`src/rtl/pipeline_controller.sv`:
```
// Hazard/forwarding controller: stalls, flushes, redirect and operand bypass for a 5-stage pipe.
// All stall/flush/bypass outputs are combinational (same cycle); memBusy freezes everything else.
module pipeline_controller #(
  parameter int MULDIV_TIMEOUT = 40,
  parameter int XLEN           = 32
) (
  input  logic            clk,
  input  logic            rst,
  input  logic [4:0]      idRs1,
  input  logic [4:0]      idRs2,
  input  logic [4:0]      exRd,
  input  logic            exRegWrite,
  input  logic            exIsLoad,
  input  logic [XLEN-1:0] exResult,
  input  logic [4:0]      maRd,
  input  logic            maRegWrite,
  input  logic [XLEN-1:0] maResult,
  input  logic [4:0]      wbRd,
  input  logic            wbRegWrite,
  input  logic [XLEN-1:0] wbResult,
  input  logic [XLEN-1:0] rfRs1,
  input  logic [XLEN-1:0] rfRs2,
  input  logic            exBranchMiss,
  input  logic [XLEN-1:0] exBranchTarget,
  input  logic            muldivStart,
  input  logic            muldivDone,
  input  logic            memBusy,
  output logic [XLEN-1:0] irregPc,
  output logic            irregPcValid,
  output logic            fetchStall,
  output logic            decodeStall,
  output logic            executeStall,
  output logic            memoryAccessStall,
  output logic            fetchFlush,
  output logic            decodeFlush,
  output logic            executeFlush,
  output logic            memoryAccessFlush,
  output logic [XLEN-1:0] bypassedRs1,
  output logic [XLEN-1:0] bypassedRs2,
  output logic            mulDivClear
);

  localparam int CNT_W = $clog2(MULDIV_TIMEOUT + 1);
  localparam logic [CNT_W-1:0] TIMEOUT_C = CNT_W'(MULDIV_TIMEOUT);

  typedef enum logic [1:0] {RUN, MULDIV_WAIT, MEM_WAIT} state_e;

  state_e           state_q, state_d, ret_q, ret_d, eff_state;
  logic [CNT_W-1:0] muldivCnt_q, muldivCnt_d;
  logic             init_q;
  logic             load_use, timeout_hit;
  logic             fs, ds, es, ms, ff, df, ef, mf, pcv, clr;

  // Once memBusy clears, MEM_WAIT behaves as the state it interrupted so no cycle is lost.
  assign eff_state   = (state_q == MEM_WAIT) ? ret_q : state_q;
  assign timeout_hit = (muldivCnt_q == TIMEOUT_C);
  assign load_use    = exIsLoad && exRegWrite && (exRd != 5'd0) &&
                       ((exRd == idRs1) || (exRd == idRs2));

  always_ff @(posedge clk or negedge rst) begin
    if (!rst) begin
      state_q     <= RUN;
      ret_q       <= RUN;
      muldivCnt_q <= '0;
      init_q      <= 1'b1;
    end else begin
      state_q     <= state_d;
      ret_q       <= ret_d;
      muldivCnt_q <= muldivCnt_d;
      init_q      <= 1'b0;
    end
  end

  always_comb begin
    state_d     = state_q;
    ret_d       = ret_q;
    muldivCnt_d = muldivCnt_q;
    if (memBusy) begin
      state_d = MEM_WAIT;
      if (state_q != MEM_WAIT) ret_d = state_q;
    end else begin
      case (eff_state)
        MULDIV_WAIT: begin
          if (muldivDone || timeout_hit) begin
            state_d     = RUN;
            muldivCnt_d = '0;
          end else begin
            state_d     = MULDIV_WAIT;
            muldivCnt_d = muldivCnt_q + CNT_W'(1);
          end
        end
        default: begin
          state_d = RUN;
          if (!exBranchMiss && muldivStart) begin
            state_d     = MULDIV_WAIT;
            muldivCnt_d = '0;
          end
        end
      endcase
    end
  end

  always_comb begin
    fs  = 1'b0; ds = 1'b0; es = 1'b0; ms = 1'b0;
    ff  = 1'b0; df = 1'b0; ef = 1'b0; mf = 1'b0;
    pcv = 1'b0; clr = 1'b0;
    if (rst) begin
      if (memBusy) begin
        fs = 1'b1; ds = 1'b1; es = 1'b1; ms = 1'b1;
      end else begin
        if (exBranchMiss) begin
          pcv = 1'b1; ff = 1'b1; df = 1'b1;
        end
        case (eff_state)
          MULDIV_WAIT: begin
            if (!muldivDone && timeout_hit) begin
              clr = 1'b1; ef = 1'b1; mf = 1'b1;
            end else if (!muldivDone) begin
              fs = 1'b1; ds = 1'b1; es = 1'b1; mf = 1'b1;
            end
          end
          default: begin
            if (!exBranchMiss && !muldivStart && load_use) begin
              fs = 1'b1; ds = 1'b1; ef = 1'b1;
            end
          end
        endcase
      end
    end
  end

  // Flushes stay high through reset and until the first edge after release.
  assign fetchStall        = fs;
  assign decodeStall       = ds;
  assign executeStall      = es;
  assign memoryAccessStall = ms;
  assign fetchFlush        = ff | init_q;
  assign decodeFlush       = df | init_q;
  assign executeFlush      = ef | init_q;
  assign memoryAccessFlush = mf | init_q;
  assign irregPcValid      = pcv;
  assign irregPc           = pcv ? exBranchTarget : '0;
  assign mulDivClear       = clr;

  always_comb begin
    bypassedRs1 = rfRs1;
    if (idRs1 != 5'd0) begin
      if (exRegWrite && !exIsLoad && (exRd == idRs1)) bypassedRs1 = exResult;
      else if (maRegWrite && (maRd == idRs1))         bypassedRs1 = maResult;
      else if (wbRegWrite && (wbRd == idRs1))         bypassedRs1 = wbResult;
    end
  end

  always_comb begin
    bypassedRs2 = rfRs2;
    if (idRs2 != 5'd0) begin
      if (exRegWrite && !exIsLoad && (exRd == idRs2)) bypassedRs2 = exResult;
      else if (maRegWrite && (maRd == idRs2))         bypassedRs2 = maResult;
      else if (wbRegWrite && (wbRd == idRs2))         bypassedRs2 = wbResult;
    end
  end

endmodule

```
`config.mk`:
```
export PLATFORM = sky130hd
export DESIGN_NAME = pipeline_controller
export DESIGN_NICKNAME = d
export VERILOG_FILES = /design/src/rtl/pipeline_controller.sv
export SDC_FILE = /design/constraint.sdc
export NUM_CORES = 1
export LEC_CHECK = 0
export BUFFER_PORTS_ARGS = -buffer_cell sky130_fd_sc_hd__buf_2
export CAP_MARGIN = 5
export CORE_AREA = 2 2 128 130
export CTS_CLUSTER_DIAMETER = 60
export CTS_CLUSTER_SIZE = 20
export DETAILED_ROUTE_END_ITERATION = 16
export DIE_AREA = 0 0 130 132
export GPL_ROUTABILITY_DRIVEN = 0
export GPL_TIMING_DRIVEN = 0
export HOLD_SLACK_MARGIN = 0.02
export PLACE_DENSITY = 0.51
export SLEW_MARGIN = 20
export SYNTH_ARGS = -nofsm -noshare
export SYNTH_HDL_FRONTEND = slang
export SYNTH_SLANG_ARGS = --single-unit
```
`constraint.sdc`:
```
create_clock -name clk -period 3.75 [get_ports clk]
set_input_delay 0.5625 -clock clk [delete_from_list [all_inputs] [get_ports clk]]
set_output_delay 0.5625 -clock clk [all_outputs]
set_load 0.01 [all_outputs]
```
Word-level counts from Yosys, hierarchy flattened

Index checks and enable logic that the tools add are counted.

Word-level logic and storage cells: 87
Flip-flop bits (word level): 11
Output and inout bits: 106

Bitwise gates (word level): 4
Equal/unequal tests: 10
Muxes and demuxes: 42
Reductions and logical operators: 26
Add/subtract/negate cells: 1

Operator list:

| kind                | number |
|---|---|
| $mux 32             | 9 |
| $eq 5x5->1          | 6 |
| $mux 1              | 27 |
| $mux 6              | 3 |
| $reduce_bool 5->1   | 3 |
| $logic_and 1x1->1   | 14 |
| $add 6x1->6 const B | 1 |
| $eq 6x6->1 const B  | 1 |
| $mux 2              | 3 |
| $logic_not 1->1     | 4 |
| $reduce_and 2->1    | 2 |
| $or 1x1->1          | 3 |
| $eq 2x1->1 const B  | 1 |
| $eq 2x2->1 const B  | 1 |
| $logic_or 1x1->1    | 2 |
| $ne 2x2->1 const B  | 1 |
| $reduce_bool 2->1   | 1 |
| $not 1->1           | 1 |

Logic depth before layout (Yosys ltp)

Gate-level depths: netlist (run 1).

Word-level depth: 9
Depth in mapped cells: 7
Mapped depth without buffers: 7

Worst setup path before layout (run 1)

OpenSTA, ideal clock, no wires.

Kind: input to output
Start point: input idRs1[2]
End point: output bypassedRs1[10]
Path buffers: 1
Stages on the path: 6
Data arrival time: 1917 ps
Required time: 3188 ps
Slack: 1271 ps
Cell sequence: xnor2_1 -> nand4_1 -> nor2_1 -> clkbuf_1 -> a221oi_2 -> o31ai_1

Cells in the longest elaborated chain, start to end: 6
Elaborated cells on any way between the ends: 11
Those cells by class: eq/ne: 3; mux: 4; reduce/logical: 4

RTL lines:

| item               | RTL line | text |
|---|---|---|
| start: declaration | 9        | `input logic [4:0] idRs1,` |
| $eq 5x5->1         | 150      | `else if (wbRegWrite && (wbRd == idRs1)) bypassedRs1 = wbResult;` |
| $logic_and 1x1->1  | 150      |  |
| $mux 32            | 150      |  |
| $mux 32            | 149      | `else if (maRegWrite && (maRd == idRs1)) bypassedRs1 = maResult;` |
| $mux 32            | 148      | `if (exRegWrite && !exIsLoad && (exRd == idRs1)) bypassedRs1 = exResult;` |
| $mux 32 (*)        | 147      | `if (idRs1 != 5'd0) begin` |
| end: declaration   | 38       | `output logic [XLEN-1:0] bypassedRs1,` |

Every way passes the cells marked *; elsewhere a longest branch is shown, timed or not.

Worst setup path in the final report (run 1)

Start point: input idRs1[2]
End point: output bypassedRs1[21]

The elaborated chain is that of the path after synthesis.

==> flow_metrics.env, run 1 <==
export IMPL_final_util=0.358
export IMPL_path_clk_slew_ps=40
export IMPL_postPlaceCellArea_um2=5540
export IMPL_antenna_found_initial=4
export IMPL_rows=46
export IMPL_finalCritPeriodShare=0.910
export IMPL_vias=5527
export IMPL_totalPowerFinal_mw=0.909
export IMPL_die_h_um=132
export IMPL_drtIter0Drc=356
export IMPL_maxCapViolCount=0
export IMPL_drc=0
export IMPL_core_um2=15700
export IMPL_n_fill_cell=1739
export IMPL_rsz0062_at_grt="false"
export IMPL_area_growth_synth_to_final_pct=56.1
export IMPL_dpl_hpwl_um=16800
export IMPL_synth_edff_count=0
export IMPL_clock_skew_ps=2.31
export IMPL_grt_max_degree=16
export IMPL_critPathRequiredTime_ps=3190
export IMPL_syn_cell_area_um2=3600
export IMPL_final_area_um2=5620
export IMPL_period_needed_ps=3410
export IMPL_end_kind="output pin"
export IMPL_cts_sinks=11
export IMPL_final_setup_worst_slack_ps=337
export IMPL_worstMarginPinSlew_ps=810
export IMPL_cts_tree="yes"
export IMPL_max_clock_freq_ghz=0.293
export IMPL_tns_ps=0
export IMPL_path_max_fanout=10
export IMPL_post_drt_wl_per_cell_um=20.0
export IMPL_cts_inserted_buffers=3
export IMPL_crit_chain="buf_2 -> xnor2_1 -> nand4_1 -> nor2_1 -> clkbuf_1 -> a221oi_2 -> o31ai_1 -> buf_2"
export IMPL_synth_async_reset_ratio=1.00
export IMPL_synth_avg_cell_area_um2=7.48
export IMPL_cts_resized=0
export IMPL_grt_pass1_wl_um=29800
export IMPL_worstSkewPairLatency_ps=240
export IMPL_synth_cell_types=51
export IMPL_finalMaxSlewViolations=0
export IMPL_die_area_um2=17200
export IMPL_ctsHoldBuffers=0
export IMPL_cpPeakStageDelay_ps=670
export IMPL_io_pins=333
export IMPL_path_class="in2out"
export IMPL_finalSetupViolations=0
export IMPL_startpoint_type="primary input"
export IMPL_cpMostUsedCell="buf_2"
export IMPL_finalHoldViolations=0
export IMPL_dp_slack_ps=355
export IMPL_post_cts_buffers=0
export IMPL_slew_headroom=0.460
export IMPL_ctsLongestPathBuffers=2
export IMPL_num_nets_final=1048
export IMPL_synth_warnings=0
export IMPL_leakage_nw=2.80
export IMPL_ys_flop_type="dfrtp_1"
export IMPL_viasPerCell=5.32
export IMPL_crit_arrival_ps=2850
export IMPL_path_buf_inv=3
export IMPL_port_buffers=332
export IMPL_gr_total_overflow=0
export IMPL_grt_pass1_vias=5266
export IMPL_dp_cells=1030
export IMPL_drive_above_1_share=0.474
export IMPL_hold_class="in2async"
export IMPL_dieWidth_um=130
export IMPL_status="completed"
export IMPL_dr_pass1_iters=5
export IMPL_htree_levels=1
export IMPL_cts_root_buffer="clkbuf_16"
export IMPL_ys_ff_latch=11
export IMPL_syn_nets=711
export IMPL_hold_ws_ps=216
export IMPL_start_util=0.229
export IMPL_synthCells=482
export IMPL_final_antenna_net_count=0
export IMPL_powerDensity_nw_per_um2=162
export IMPL_critPathTopFamily="buffers and inverters"
export IMPL_irDropWorstVdd_mv=0.112
export IMPL_critPathSlowestCell="clkbuf_1"
export IMPL_track_usage=0.222
export IMPL_totalWireLength_um=20800
export IMPL_ys_seq_area_frac=0.0767
export IMPL_fin_cells=1038
==> layout make-up <==
type                       count  area [um2]  area share
inverter                       5        18.8     0.00334
antenna                        4        10.0     0.00178
timing repair buffer         332        1660       0.295
multi-input combinational    408        3040       0.541
clock buffer                   4        78.8      0.0140
sequential                    11         277      0.0492
tap                          216         270      0.0481
buffer                        58         268      0.0476
==> cells in the mapped netlist (all sizes together), types with 3 or more instances <==
cell type	n	area, um2
o211ai	3	22.5
and3	70	438
inv	5	18.8
clkbuf	43	161
a2bb2oi	30	263
or2	3	18.8
o21bai	3	22.5
and2	5	31.3
nand2	6	22.5
a22o	4	35.0
nand3	4	32.5
nor3	5	30.0
o21ai	5	25.0
dfrtp	10	250
a22oi	33	248
xnor2	15	131
xor2	15	131
o31ai	32	240
buf	15	106
nor2	44	168
a221oi	32	468
a21oi	36	180
o221ai	30	263
nor2b	6	37.5
==> cells in the final DEF (no fill, tap or decap), types with 2 or more instances in the layout <==
cell and n:
a211oi_1 2, a21o_1 2, a21oi_1 36, a221oi_1 2, a221oi_2 30, a22o_1 4
a22oi_1 33, a2bb2oi_1 30, and2_1 5, and3_1 70, buf_2 339, buf_4 5
buf_6 3, clkbuf_1 44, clkbuf_16 3, dfrtp_1 10, diode_2 4, ha_1 2
inv_1 5, nand2_1 6, nand3_1 3, nand4_1 2, nor2_1 43, nor2b_1 6
nor3_1 4, o211ai_1 3, o21a_1 2, o21ai_0 5, o21bai_1 3, o221ai_1 30
o22ai_1 2, o31a_1 2, o31ai_1 32, or2_2 2, or4_1 2, xnor2_1 15
xor2_1 15
==> state kept, by name, indices dropped and copies added, names as in the netlist <==
| register | cells |
|---|---|
| state_q | 2 |
| ret_q | 2 |
| init_q | 1 |
| muldivCnt_q | 6 |
==> final timing paths <==
path / from / endpoint / slack, ps / cells after the start
setup / recovery: idRs1[2] / bypassedRs1[21] / 340 / 8
hold / removal: rst / ret_q[0] / 220 / 1
setup reg to reg: state_q[0] / muldivCnt_q[3] / 1900 / 5
hold reg to reg: ret_q[0] / ret_q[0] / 490 / 1
max in group asynchronous: rst / init_q / 3250 / 1
min in group clk: memBusy / state_q[1] / 440 / 1
==> metal layers <==
layer  GRT usage  part of all wire  vias to the layer above
met2       0.405              0.51                      302
met3      0.0272             0.071                       16
met1       0.275              0.40                     2574
met4      0.0478             0.016                        0
li1            -                 -                     2635
met5           0                 0                        -
==> cells by family after synthesis <==
family,after synthesis,synth area share
XOR/XNOR,30,0.0729
AND/OR/NAND/NOR,154,0.244
flip-flops,11,0.0767
AO/OA/AOI/OAI,221,0.519
adder cells (fa/ha/maj),2,0.00694
other,1,0.00104
buffers and inverters,63,0.0795
==> power by group <==
group          switching, mW  internal, mW  leakage, nW
Sequential           0.00670         0.130        0.144
Clock                 0.0519         0.143       0.0382
Combinational          0.308         0.270         2.62
Total                  0.366         0.543         2.80
Power figures use the tool's default switching activity.
==> inputs of run 2 (changes only) <==
--- a/config.mk
+++ b/config.mk
@@ -7,15 +7,15 @@
 export LEC_CHECK = 0
 export BUFFER_PORTS_ARGS = -buffer_cell sky130_fd_sc_hd__buf_2
 export CAP_MARGIN = 5
-export CORE_AREA = 2 2 128 130
+export CORE_AREA = 2 2 131 133
 export CTS_CLUSTER_DIAMETER = 60
 export CTS_CLUSTER_SIZE = 20
 export DETAILED_ROUTE_END_ITERATION = 16
-export DIE_AREA = 0 0 130 132
+export DIE_AREA = 0 0 133 135
 export GPL_ROUTABILITY_DRIVEN = 0
 export GPL_TIMING_DRIVEN = 0
 export HOLD_SLACK_MARGIN = 0.02
-export PLACE_DENSITY = 0.51
+export PLACE_DENSITY = 0.49
 export SLEW_MARGIN = 20
 export SYNTH_ARGS = -nofsm -noshare
 export SYNTH_HDL_FRONTEND = slang
==> flow_metrics.env, run 2 (synthesized netlist as in run 1, its figures left out) <==
export IMPL_status="completed"
export IMPL_worstSkewPairLatency_ps=230
export IMPL_totalWireLength_um=21200
export IMPL_area_growth_synth_to_final_pct=56.1
export IMPL_cts_tree="yes"
export IMPL_ctsLongestPathBuffers=2
export IMPL_regMostFlops="muldivCnt_q"
export IMPL_dieWidth_um=133
export IMPL_end_kind="output pin"
export IMPL_viasPerCell=5.28
export IMPL_track_usage=0.221
export IMPL_critPathSlowestCell="clkbuf_1"
export IMPL_setup_worst_path_end="bypassedRs1[21]"
export IMPL_clock_skew_ps=3.64
export IMPL_vias=5495
export IMPL_reg2reg_from="state_q[0]"
export IMPL_rsz0062_at_grt="false"
export IMPL_crit_chain="buf_2 -> nor2b_1 -> or3b_1 -> nor3_2 -> clkbuf_1 -> a22oi_1 -> o31ai_1 -> buf_2"
export IMPL_finalSetupViolations=0
export IMPL_finalHoldViolations=0
export IMPL_grt_pass1_vias=5540
export IMPL_die_h_um=135
export IMPL_grt_max_degree=16
export IMPL_worstMarginPinSlew_ps=785
export IMPL_crit_arrival_ps=2760
export IMPL_post_cts_buffers=0
export IMPL_ctsHoldBuffers=0
export IMPL_maxCapViolCount=0
export IMPL_period_needed_ps=3330
export IMPL_drive_above_1_share=0.474
export IMPL_finalCritPeriodShare=0.887
export IMPL_regToRegSetupSlack_ps=1870
export IMPL_dpl_hpwl_um=16900
export IMPL_cpPeakStageDelay_ps=500
export IMPL_path_buf_inv=3
export IMPL_leakage_nw=2.80
export IMPL_io_pins=333
export IMPL_path_class="in2out"
export IMPL_grt_pass1_wl_um=31200
export IMPL_critPathRequiredTime_ps=3190
export IMPL_cts_resized=0
export IMPL_powerDensity_nw_per_um2=161
export IMPL_largest_reg_flops=6
export IMPL_core_um2=16400
export IMPL_max_clock_freq_ghz=0.301
export IMPL_cts_sinks=11
export IMPL_hold_ws_ps=217
export IMPL_die_area_um2=18000
export IMPL_top_regs="muldivCnt_q x6, ret_q x2, state_q x2"
export IMPL_dr_pass1_iters=5
export IMPL_num_nets_final=1048
export IMPL_port_buffers=332
export IMPL_reg2reg_to="muldivCnt_q[4]"
export IMPL_htree_levels=1
export IMPL_finalMaxSlewViolations=0
export IMPL_post_drt_wl_per_cell_um=20.4
export IMPL_r2r_cells=5
export IMPL_start_util=0.220
export IMPL_startpoint_type="primary input"
export IMPL_hold_class="in2async"
export IMPL_irDropWorstVdd_mv=0.113
export IMPL_final_area_um2=5620
export IMPL_startpoint="exIsLoad"
export IMPL_cpMostUsedCell="buf_2"
export IMPL_drtIter0Drc=329
export IMPL_postPlaceCellArea_um2=5540
export IMPL_final_common_cell="buf_2"
export IMPL_gr_total_overflow=0
export IMPL_final_antenna_net_count=0
export IMPL_path_clk_slew_ps=40
export IMPL_final_cell_mix="339 x buf_2, 70 x and3_1, 44 x clkbuf_1"
export IMPL_cts_root_buffer="clkbuf_16"
export IMPL_cts_inserted_buffers=3
export IMPL_antenna_found_initial=3
export IMPL_tns_ps=0
export IMPL_cp_depth=8
export IMPL_slew_headroom=0.477
export IMPL_critPathTopFamily="simple AND/OR/NAND/NOR gates"
export IMPL_drc=0
export IMPL_path_max_fanout=10
export IMPL_rows=47
[run 2: changes by cell type in the layout (fill, tap and decap cells not counted)]
cell	change
diode_2	-2
[run 2: how the worst min path moves through the flow]
stage | end
after CTS | state_q[1]
after global placement | muldivCnt_q[5]
final | muldivCnt_q[5]
after detailed placement | state_q[1]
after floorplan | muldivCnt_q[0]
after global routing | ret_q[1]
[run 2: layout make-up]
class,count,area [um2]
antenna,2,5.00
sequential,11,277
clock buffer,4,78.8
buffer,58,268
tap,220,275
inverter,5,18.8
multi-input combinational,408,3040
fill,1841,10800
timing repair buffer,332,1660
[run 2: per-layer routing]
| metal | GRT usage | part of all wire | up-vias | wire [um] |
|---|---|---|---|---|
| met5 | 0 | 0.00052 | - | 11 |
| met4 | 0.0460 | 0.016 | 2 | 346 |
| met2 | 0.402 | 0.50 | 274 | 10500 |
| met3 | 0.0289 | 0.068 | 24 | 1450 |
| li1 | - | - | 2627 | - |
| met1 | 0.278 | 0.42 | 2568 | 8840 |
[run 2: stage by stage]
step	setup slack (ps)	cells	util	total power [mW]
4_1_cts	395	1038	0.342	0.911
6_report	424	1040	0.343	0.908
5_1_grt	248	1040	0.343	0.972
2_1_floorplan	1270	482	-	0.422
3_3_place_gp	406	1034	0.338	0.715
3_5_place_dp	402	1034	0.338	0.715
[run 2: where the power goes]
group | internal (mW) | total, mW | switching [mW]
clock network | 0.142 | 0.192 | 0.0496
logic | 0.270 | 0.579 | 0.308
registers | 0.130 | 0.137 | 0.00689
==> inputs of run 3 (changes only) <==
--- a/config.mk
+++ b/config.mk
@@ -7,15 +7,18 @@
 export LEC_CHECK = 0
 export BUFFER_PORTS_ARGS = -buffer_cell sky130_fd_sc_hd__buf_2
 export CAP_MARGIN = 5
-export CORE_AREA = 2 2 131 133
+export CELL_PAD_IN_SITES_DETAIL_PLACEMENT = 0
+export CELL_PAD_IN_SITES_GLOBAL_PLACEMENT = 1
+export CORE_ASPECT_RATIO = 0.5
+export CORE_UTILIZATION = 26
 export CTS_CLUSTER_DIAMETER = 60
 export CTS_CLUSTER_SIZE = 20
 export DETAILED_ROUTE_END_ITERATION = 16
-export DIE_AREA = 0 0 133 135
 export GPL_ROUTABILITY_DRIVEN = 0
 export GPL_TIMING_DRIVEN = 0
-export HOLD_SLACK_MARGIN = 0.02
-export PLACE_DENSITY = 0.49
+export HOLD_SLACK_MARGIN = 0.12
+export MAX_ROUTING_LAYER = met4
+export PLACE_DENSITY = 0.84
 export SLEW_MARGIN = 20
 export SYNTH_ARGS = -nofsm -noshare
 export SYNTH_HDL_FRONTEND = slang
==> flow_metrics.env, run 3 (synthesized netlist as in run 1, its figures left out) <==
export IMPL_core_um2=13100
export IMPL_cts_resized=0
export IMPL_drtIter0Drc=313
export IMPL_tns_ps=0
export IMPL_swShare=0.398
export IMPL_seqPwrFrac=0.152
export IMPL_path_buf_inv=3
export IMPL_cpPeakStageDelay_ps=470
export IMPL_largest_reg_flops=6
export IMPL_ctsLongestPathBuffers=2
export IMPL_antenna_found_initial=0
export IMPL_area_growth_synth_to_final_pct=54.8
export IMPL_post_drt_wl_per_cell_um=18.1
export IMPL_final_cell_mix="339 x buf_2, 70 x and3_1, 44 x clkbuf_1"
export IMPL_num_nets_final=1048
export IMPL_grt_pass1_vias=5449
export IMPL_top_regs="muldivCnt_q x6, ret_q x2, state_q x2"
export IMPL_powerDensity_nw_per_um2=162
export IMPL_final_common_cell="buf_2"
export IMPL_crit_arrival_ps=2630
export IMPL_post_cts_buffers=0
export IMPL_path_class="in2out"
export IMPL_max_clock_freq_ghz=0.313
export IMPL_grt_max_degree=16
export IMPL_hold_class="in2async"
export IMPL_seq_area_um2=277
export IMPL_regMostFlops="muldivCnt_q"
export IMPL_status="completed"
export IMPL_leakage_nw=2.80
export IMPL_end_kind="output pin"
export IMPL_finalHoldViolations=0
export IMPL_totalWireLength_um=18100
export IMPL_final_antenna_net_count=0
export IMPL_n_fill_cell=1438
export IMPL_path_max_fanout=10
export IMPL_critPathRequiredTime_ps=3190
export IMPL_cts_tree="yes"
export IMPL_cts_root_buffer="clkbuf_16"
export IMPL_period_needed_ps=3190
export IMPL_drive_above_1_share=0.474
export IMPL_vias=5617
export IMPL_ctsHoldBuffers=0
export IMPL_finalCritPeriodShare=0.852
export IMPL_htree_levels=1
export IMPL_drc=0
export IMPL_startpoint_type="primary input"
export IMPL_dieWidth_um=168
export IMPL_critPathSlowestCell="clkbuf_1"
export IMPL_finalSetupViolations=0
export IMPL_port_buffers=332
export IMPL_maxCapViolCount=0
export IMPL_antenna_cells=0
export IMPL_cpMostUsedCell="buf_2"
export IMPL_viasPerCell=5.59
export IMPL_gr_total_overflow=0
export IMPL_finalMaxSlewViolations=0
export IMPL_die_h_um=85.2
export IMPL_start_util=0.275
export IMPL_rows=29
export IMPL_multi_input_area_um2=3040
export IMPL_rsz0062_at_grt="false"
export IMPL_p_switching_mw=0.359
export IMPL_die_area_um2=14400
export IMPL_track_usage=0.245
export IMPL_cts_sinks=11
export IMPL_final_util=0.426
export IMPL_worstSkewPairLatency_ps=230
export IMPL_crit_chain="buf_2 -> xor2_1 -> or3b_1 -> nor3_2 -> clkbuf_1 -> a22oi_1 -> o31ai_1 -> buf_2"
export IMPL_critPathTopFamily="buffers and inverters"
export IMPL_irDropWorstVdd_mv=0.149
export IMPL_cts_inserted_buffers=3
export IMPL_slew_headroom=0.509
export IMPL_grt_pass1_wl_um=27800
export IMPL_clock_skew_ps=0.629
export IMPL_path_clk_slew_ps=40
export IMPL_pwr_share_clk=0.210
export IMPL_internal_power_mw=0.543
export IMPL_dpl_hpwl_um=14900
export IMPL_dr_pass1_iters=6
export IMPL_worstMarginPinSlew_ps=736
export IMPL_io_pins=333
export IMPL_combinationalPowerShare=0.638
-- run 3: final timing paths --
kind / from / end / slack [ps] / depth (start not counted)
worst max-delay path: idRs1[1] / bypassedRs1[27] / 560 / 8
worst min-delay path: rst / muldivCnt_q[5] / 210 / 1
worst max register to register: state_q[0] / muldivCnt_q[4] / 1910 / 5
worst min register to register: ret_q[0] / ret_q[0] / 500 / 1
max in group asynchronous: rst / init_q / 3250 / 1
min in group clk: memBusy / state_q[1] / 450 / 1
-- run 3: cell type report --
type / instances / area share
plain buffers: 58 / 0.0480
repair buffers: 332 / 0.298
inverters: 5 / 0.00337
well taps: 186 / 0.0417
flip-flops and latches: 11 / 0.0496
clock buffers: 4 / 0.0141
multi-input cells: 408 / 0.545
-- run 3: metrics by stage --
step	worst slack, ps	cells	power, mW	instance area, um2	hold WS, ps
CTS	601	1004	0.904	5580	216
detailed placement	601	1000	0.708	5500	468
finish	556	1004	0.902	5580	214
global route	405	1004	0.963	5580	241
floorplan	1270	482	0.422	3600	267
global placement	594	1000	0.704	5500	460
-- run 3: power by group through the flow --
stage | logic (mW) | registers [mW] | clock network, mW
2_1_floorplan | 0.285 | 0.137 | 0
3_3_place_gp | 0.566 | 0.138 | 0
3_5_place_dp | 0.570 | 0.138 | 0
4_1_cts | 0.572 | 0.137 | 0.195
5_1_grt | 0.624 | 0.138 | 0.201
6_report | 0.575 | 0.137 | 0.190
-- run 3: per-layer routing --
metal / GRT usage / routed length [um]
met2: 0.441 / 9040
met3: 0.0313 / 1240
met1: 0.295 / 7510
met4: 0.0488 / 329
met5: - / 0
